===== src/rtl/colour_pwm_driver.sv =====
// Three-channel LED driver: fades each channel level toward a colour-derived target
// in STEP increments every FADE_DIV cycles and renders the levels as PWM.
module colour_pwm_driver #(
  parameter int PWM_BITS = 8,
  parameter int FADE_DIV = 4,
  parameter int STEP     = 16
) (
  input  logic       clk,
  input  logic       rst_n,
  input  logic [2:0] colour,
  output logic       led_r,
  output logic       led_g,
  output logic       led_b,
  output logic       busy,
  output logic       err
);

  localparam int                   PRESC_W    = (FADE_DIV > 1) ? $clog2(FADE_DIV) : 1;
  localparam logic [PWM_BITS-1:0]  MAX        = '1;
  localparam logic [PWM_BITS-1:0]  STEP_V     = PWM_BITS'(STEP);
  localparam logic [PRESC_W-1:0]   PRESC_LAST = PRESC_W'(FADE_DIV - 1);

  typedef enum logic {IDLE, FADE} state_t;

  logic [2:0]                     colour_q, colour_d;
  logic [PRESC_W-1:0]             presc_q, presc_d;
  logic [PWM_BITS-1:0]            pwm_cnt_q, pwm_cnt_d;
  logic [2:0][PWM_BITS-1:0]       level_q, level_d, target;
  logic [2:0]                     led_q, led_d, differ;
  logic                           err_q, err_d;
  logic                           busy_q;
  state_t                         state_q, state_d;
  logic                           tick, col_illegal, in_illegal;

  assign tick        = (presc_q == PRESC_LAST);
  assign col_illegal = (colour_q == 3'b000) || (colour_q == 3'b111);
  assign in_illegal  = (colour == 3'b000) || (colour == 3'b111);

  // Channel index equals its colour bit: 2=R, 1=G, 0=B.
  for (genvar gi = 0; gi < 3; gi++) begin : g_ch
    logic [PWM_BITS-1:0] up_gap, dn_gap;

    assign target[gi] = (colour_q[gi] && !col_illegal) ? MAX : '0;
    assign up_gap     = target[gi] - level_q[gi];
    assign dn_gap     = level_q[gi] - target[gi];
    assign differ[gi] = (level_q[gi] != target[gi]);

    // Clamp the last step so the level lands exactly on its target.
    assign level_d[gi] = !tick                     ? level_q[gi] :
                         (level_q[gi] < target[gi]) ? ((up_gap > STEP_V) ? level_q[gi] + STEP_V : target[gi]) :
                         (level_q[gi] > target[gi]) ? ((dn_gap > STEP_V) ? level_q[gi] - STEP_V : target[gi]) :
                                                      level_q[gi];

    assign led_d[gi] = (level_q[gi] == MAX) || (pwm_cnt_q < level_q[gi]);
  end

  always_comb begin
    colour_d  = colour;
    err_d     = in_illegal && (colour != colour_q);
    presc_d   = tick ? '0 : presc_q + 1'b1;
    pwm_cnt_d = pwm_cnt_q + 1'b1;
    state_d   = state_q;
    case (state_q)
      IDLE:    if (|differ)  state_d = FADE;
      FADE:    if (!(|differ)) state_d = IDLE;
      default: state_d = IDLE;
    endcase
  end

  always_ff @(posedge clk or negedge rst_n) begin
    if (!rst_n) begin
      colour_q  <= 3'b001;
      presc_q   <= '0;
      pwm_cnt_q <= '0;
      level_q   <= '0;
      led_q     <= '0;
      err_q     <= 1'b0;
      busy_q    <= 1'b0;
      state_q   <= IDLE;
    end else begin
      colour_q  <= colour_d;
      presc_q   <= presc_d;
      pwm_cnt_q <= pwm_cnt_d;
      level_q   <= level_d;
      led_q     <= led_d;
      err_q     <= err_d;
      busy_q    <= (state_d == FADE);
      state_q   <= state_d;
    end
  end

  assign led_r = led_q[2];
  assign led_g = led_q[1];
  assign led_b = led_q[0];
  assign busy  = busy_q;
  assign err   = err_q;

endmodule


===== config.mk =====
export PLATFORM = sky130hd
export DESIGN_NAME = colour_pwm_driver
export DESIGN_NICKNAME = d
export VERILOG_FILES = /design/src/rtl/colour_pwm_driver.sv
export SDC_FILE = /design/constraint.sdc
export NUM_CORES = 1
export LEC_CHECK = 0
export BUFFER_PORTS_ARGS = -buffer_cell sky130_fd_sc_hd__buf_2
export CORE_ASPECT_RATIO = 0.5
export CORE_MARGIN = 2
export CORE_UTILIZATION = 35
export DETAILED_ROUTE_END_ITERATION = 7
export GPL_TIMING_DRIVEN = 0
export MAX_ROUTING_LAYER = met4
export SYNTH_ARGS = -nofsm -noshare
export SYNTH_HDL_FRONTEND = slang
export SYNTH_SLANG_ARGS = --single-unit

===== constraint.sdc =====
create_clock -name clk -period 5.65 [get_ports clk]
set_input_delay 1.13 -clock clk [delete_from_list [all_inputs] [get_ports clk]]
set_output_delay 1.13 -clock clk [all_outputs]
set_load 0.005 [all_outputs]

# [Word-level counts from Yosys, hierarchy flattened]
# Cells that the tools add are included.
[op_classes] n_eq_ne=10 add_sub_neg=14 magnitude_cmp=15 n_reduce_logical=19 n_mux=17
[op_table] cell="8-bit two-way mux" count=15
[op_table] cell="8-bit by 5-bit > comparator with 1-bit output (second input constant)" count=6
[op_table] cell="8-bit < comparator" count=6
[op_table] cell="8-bit subtractor" count=6
[op_table] cell="8-bit by 5-bit adder with 8-bit output (second input constant)" count=3
[op_table] cell="8-bit equality test (second input constant)" count=3
[op_table] cell="8-bit > comparator" count=3
[op_table] cell="8-bit != test" count=3
[op_table] cell="8-bit by 5-bit subtractor with 8-bit output (second input constant)" count=3
[op_table] cell="8-bit by 1-bit adder with 8-bit output (second input constant)" count=1
[op_table] cell="3-bit equality test (second input constant)" count=2
[op_table] cell="3-bit zero test" count=2
[op_table] cell="2-bit AND reduction" count=3
[op_table] cell="2-bit nonzero test" count=3
[op_table] cell="1-bit logical OR" count=5
[op_table] cell="1-bit logical AND" count=4
[op_table] cell="3-bit != test" count=1
[op_table] cell="3-bit OR reduction" count=1
[op_table] cell="2-bit by 1-bit adder with 2-bit output (second input constant)" count=1
[op_table] cell="2-bit equality test (second input constant)" count=1
[op_table] cell="2-bit two-way mux" count=1
[op_table] cell="1-bit zero test" count=1
[op_table] cell="1-bit two-way mux" count=1
[word_totals] out_inout_bits=5 ff_bits=42 elab_cells=84 in_bits=5

# [Longest topological paths before layout]
[depth] depth_word=10 depth_mapped=13 ltp_nobuf=11

# [Worst setup path before layout]
# No wires, ideal clock.
[synth_path] path_type="reg-to-reg" from="reg colour_q[0]" to="reg level_q[20] (netlist name)" stages_incl_launch_ff=13 setup_slack_ns=2.318 required_time_ns=5.526 period_less_slack_ns=3.332 arrival_time_ns=3.208 path_buffers=1 setup_ns=0.124 path_cell_list="dfstp_2 -> nand2_1 -> nand2_1 -> inv_1 -> ha_1 -> buf_6 -> and4b_1 -> or3_1 -> a211o_1 -> a311o_1 -> mux2_2 -> nor3b_1 -> a211o_1"
[synth_via] elab_chain_len=10 elab_cells_between_ends=18 cone_classes="2 x add/sub; 4 x order compare; 1 x eq/ne; 5 x mux; 6 x reduce/logical"
[synth_rtl] element="start: declaration" line_no="25" source="logic [2:0] colour_q, colour_d;"
[synth_rtl] element="start signal: assignment" line_no="81" source="colour_q <= colour_d;"
[synth_rtl] element="3-bit equality test or 3-bit zero test (tied branches)" line_no="36" source="assign col_illegal = (colour_q == 3'b000) || (colour_q == 3'b111);"
[synth_rtl] element="1-bit logical OR *" line_no="36"
[synth_rtl] element="1-bit zero test *" line_no="43" source="assign target[gi] = (colour_q[gi] && !col_illegal) ? MAX : '0;"
[synth_rtl] element="1-bit logical AND *" line_no="43"
[synth_rtl] element="8-bit two-way mux *" line_no="43"
[synth_rtl] element="8-bit subtractor" line_no="45" source="assign dn_gap = level_q[gi] - target[gi];"
[synth_rtl] element="8-bit by 5-bit > comparator with 1-bit output" line_no="51" source="(level_q[gi] > target[gi]) ? ((dn_gap > STEP_V) ? level_q[gi] - STEP_V : target[gi]) :"
[synth_rtl] element="8-bit two-way mux (2 in series)" line_no="51"
[synth_rtl] element="8-bit two-way mux" line_no="50" source="(level_q[gi] < target[gi]) ? ((up_gap > STEP_V) ? level_q[gi] + STEP_V : target[gi]) :"
[synth_rtl] element="end signal: assignment" line_no="84" source="level_q <= level_d;"
[synth_rtl] element="end: declaration" line_no="28" source="logic [2:0][PWM_BITS-1:0] level_q, level_d, target;"
# Mark *: on every way between the ends. The rest lies on a longest branch, timed or not. The select of a mux whose other input is x is not followed.
# A chain may end at the register's enable or synchronous reset.

# [Worst setup path in the final report]
[layout_path] from="reg colour_q[0]" to="reg level_q[14] (netlist name)"
# The elaborated chain is that of the path after synthesis.

==> summary.txt <==
Outcome
  – Status: finished, final reports clean

Floorplanning
  – Die H: 77.6 um
  – Die Wd: 151 um
  – Die Area: 0.0117 sq mm
  – I/O pin total: 10
  – Core Region: 0.0104 sq mm
  – Starting density of the core: 0.365
  – Row Count: 26

Cells and area
  – Layout cell share with drive strength beyond 1: 0.0860
  – Antenna Cells: 0
  – Register area: 827 sq um
  – Layout area overhead: 10.3%
  – Fillers: 1054
  – Multi-input gate area: 0.00278 sq mm
  – Most frequent cells in the layout: ha_1, nor2_1, dfrtp_1
  – Final #Nets: 535
  – Non-filler cells, final: 605
  – Commonest non-fill, non-tap cell in the layout: ha_1

Placed design
  – Placed insts: 597
  – PortBufs: 9
  – Placer Congestion: 0.827
  – Setup slack at placement: 1.86 ns
  – HPWL Detailed: 6.73 mm

Clock tree
  – Clk slew on worst S/H paths: 0.06 ns
  – CTS tree: yes
  – Postcts setup bufs: 0
  – Clock Tree Root: clkbuf_16
  – Max Root-Sink Buffers: 2
  – Clock latency on the worst-skew pair: 0.28 ns
  – CTS resizes: 0
  – Clock sink total: 33
  – Num CTS Buffers: 5
  – Hold Buf Count CTS: 0
  – # H-tree levels: 2

Drt
  – Antenna viol nets, final: 0
  – Vias per inst: 5.53
  – Drt total wl: 8.99 mm
  – Residual DRC: 0
  – DRT iter0 DRCs: 158
  – DRT Pass-1 Iters: 4
  – WL/cell: 14.9 um
  – Vias: 3344

Power
  – Pwr Density: 512 mW/mm^2
  – Pwr Total: 2.14 mW
  – Maximum vdd ir drop: 0.149 mV
  – Pleak: 1.91 nW

STA
  – Final min period: 3.79 ns
  – Slew Viols, Final: 0
  – Setup violations, final: 0
  – Fmax: 264 MHz
  – Final setup margin: 1.86 ns
  – Final hold violations: 0
  – Max_slew headroom: 0.490
  – Unrepaired setup endpoints after global routing: false
  – Clock Skew: 0.00349 ns
  – Setup TNS: 0 ns
  – Final Cycle Share: 0.670
  – Worst Tran Pin Value: 0.765 ns

Yosys
  – Post-synthesis sequential area ratio: 0.218
  – Synth cell types: 65
  – Synthesized area: 0.00379 sq mm
  – Syn_nets: 519
  – Warnings, synthesis: 0
  – Post-synth EDFFs: 0
  – Asr flop ratio synth: 1.00
  – Synth Flop Type: dfrtp_1
  – Number of synthesized register bits: 33
  – Avg Inst Size Synth: 8.46 sq um
  – Mapped Cells: 448

Min path
  – Min-delay worst type: reg2reg
  – Worst Hold End: presc_q[0]
  – Hold depth: 1
  – Min-delay src: presc_q[0]

Worst setup path
  – Reg2Reg Setup Slack: 1.86 ns
  – Reg-to-reg startpoint: colour_q[0]
  – Crit path launch type: register
  – Cell count of the worst reg-to-reg path: 13
  – Reg2reg end: level_q[14]
  – Crit end category: register
  – Crit-path max FO: 12
  – Worst path required time: 5.85 ns
  – Crit path DAT: 3.98 ns
  – WS Path Type: reg2reg

Global routing
  – Initial antenna violation count: 0
  – Overall routing resource usage: 0.163
  – Pin count of the biggest net entering global routing: 34
  – GRT overflow: 0
  – First-pass GRT wire length: 15.2 mm
  – Vias in the first global route: 3130

Run
  – Max cap viols: 0
## power by group
group          total, mW  switching [mW]  internal (mW)  leakage, nW
Combinational       1.43           0.825          0.607         1.44
Sequential         0.392          0.0947          0.297        0.386
Clock              0.319           0.111          0.209       0.0800
## flip-flops by register name, indices dropped and copies added, names as in the netlist
| register | count |
|---|---|
| level_q | 15 |
| pwm_cnt_q | 8 |
| colour_q | 3 |
| led_q | 3 |
| presc_q | 2 |
| busy | 1 |
| err | 1 |
## layout make-up
type                       count  share of cell area
clock buffer                   5              0.0299
sequential                    33               0.198
inverter                      31              0.0278
buffer                        14              0.0156
multi-input combinational    370               0.665
timing repair buffer           9              0.0108
tap                          140              0.0419
clock inverter                 3              0.0111
## stage by stage
step	cell area [sq um]	hold slack, ns	utilization
2_1_floorplan	3790	0.403	-
3_3_place_gp	4010	0.418	0.387
3_5_place_dp	4010	0.418	0.387
4_1_cts	4180	0.425	0.403
5_1_grt	4180	0.450	0.403
6_report	4180	0.424	0.403
## cells in the mapped netlist, types with 3 or more instances
library cell	instances	area, sq um
a21boi_0	9	67.6
clkbuf_1	8	30.0
nor2_1	33	124
nor3_1	8	40.0
xnor2_1	10	87.6
a211oi_1	6	45.0
nand3_1	16	80.1
nand2b_1	10	62.6
dfrtp_1	32	801
buf_2	4	20.0
o221ai_1	3	26.3
nor3b_1	5	37.5
a21oi_1	19	95.1
a31oi_1	3	18.8
nand2_1	28	105
a41oi_1	3	26.3
o31ai_1	5	37.5
nand4_1	3	18.8
ha_1	66	826
a211o_1	8	70.1
nand3b_1	4	30.0
o211ai_1	10	75.1
o31a_1	3	26.3
or3_1	9	56.3
and3_1	4	25.0
inv_1	31	116
and4b_1	3	30.0
a31o_2	6	52.6
o21a_1	4	30.0
o21ai_0	29	145
a21o_1	9	67.6
nor2b_1	4	25.0
or4_1	3	22.5
xor2_1	8	70.1
mux2i_1	4	40.0
## worst max-delay path: stages, from the launching register on
cell      delay (ns)
dfstp_2         0.56
nand2_1         0.05
nand2_1         0.34
inv_1           0.29
ha_1            0.34
buf_2           0.19
o211ai_2        0.11
a21boi_0        0.15
a21boi_0        0.12
or4_1           0.53
clkbuf_1        0.21
or4_4           0.57
o41a_1          0.13
o211ai_1        0.10
## metal layers
| metal | track usage | share of wire | up-vias |
|---|---|---|---|
| met4 | 0.0439 | 0.011 | 0 |
| met2 | 0.259 | 0.45 | 33 |
| met1 | 0.220 | 0.52 | 1604 |
| met5 | - | 0 | - |
| li1 | - | - | 1699 |
| met3 | 0.0212 | 0.017 | 8 |
## kinds of logic (layout without fill, tap and decap cells)
family                   after synthesis  in the layout  synth area share
adder cells (fa/ha/maj)               66             66             0.218
buffers and inverters                 45             62            0.0479
flip-flops                            33             33             0.218
XOR/XNOR                              18             18            0.0416
multiplexers                           6              6            0.0165
AND/OR/NAND/NOR                      142            142             0.199
AO/OA/AOI/OAI                        138            138             0.259
## how the worst max path moves through the flow
stage,startpoint,to,cells after the start
after floorplan,colour_q[0],level_q[20],12
after global placement,colour_q[0],level_q[14],13
after detailed placement,colour_q[0],level_q[14],13
after CTS,colour_q[0],level_q[14],13
after global routing,colour_q[0],level_q[14],13
final,colour_q[0],level_q[14],13
No activity file was read; power rests on OpenSTA's default activity.
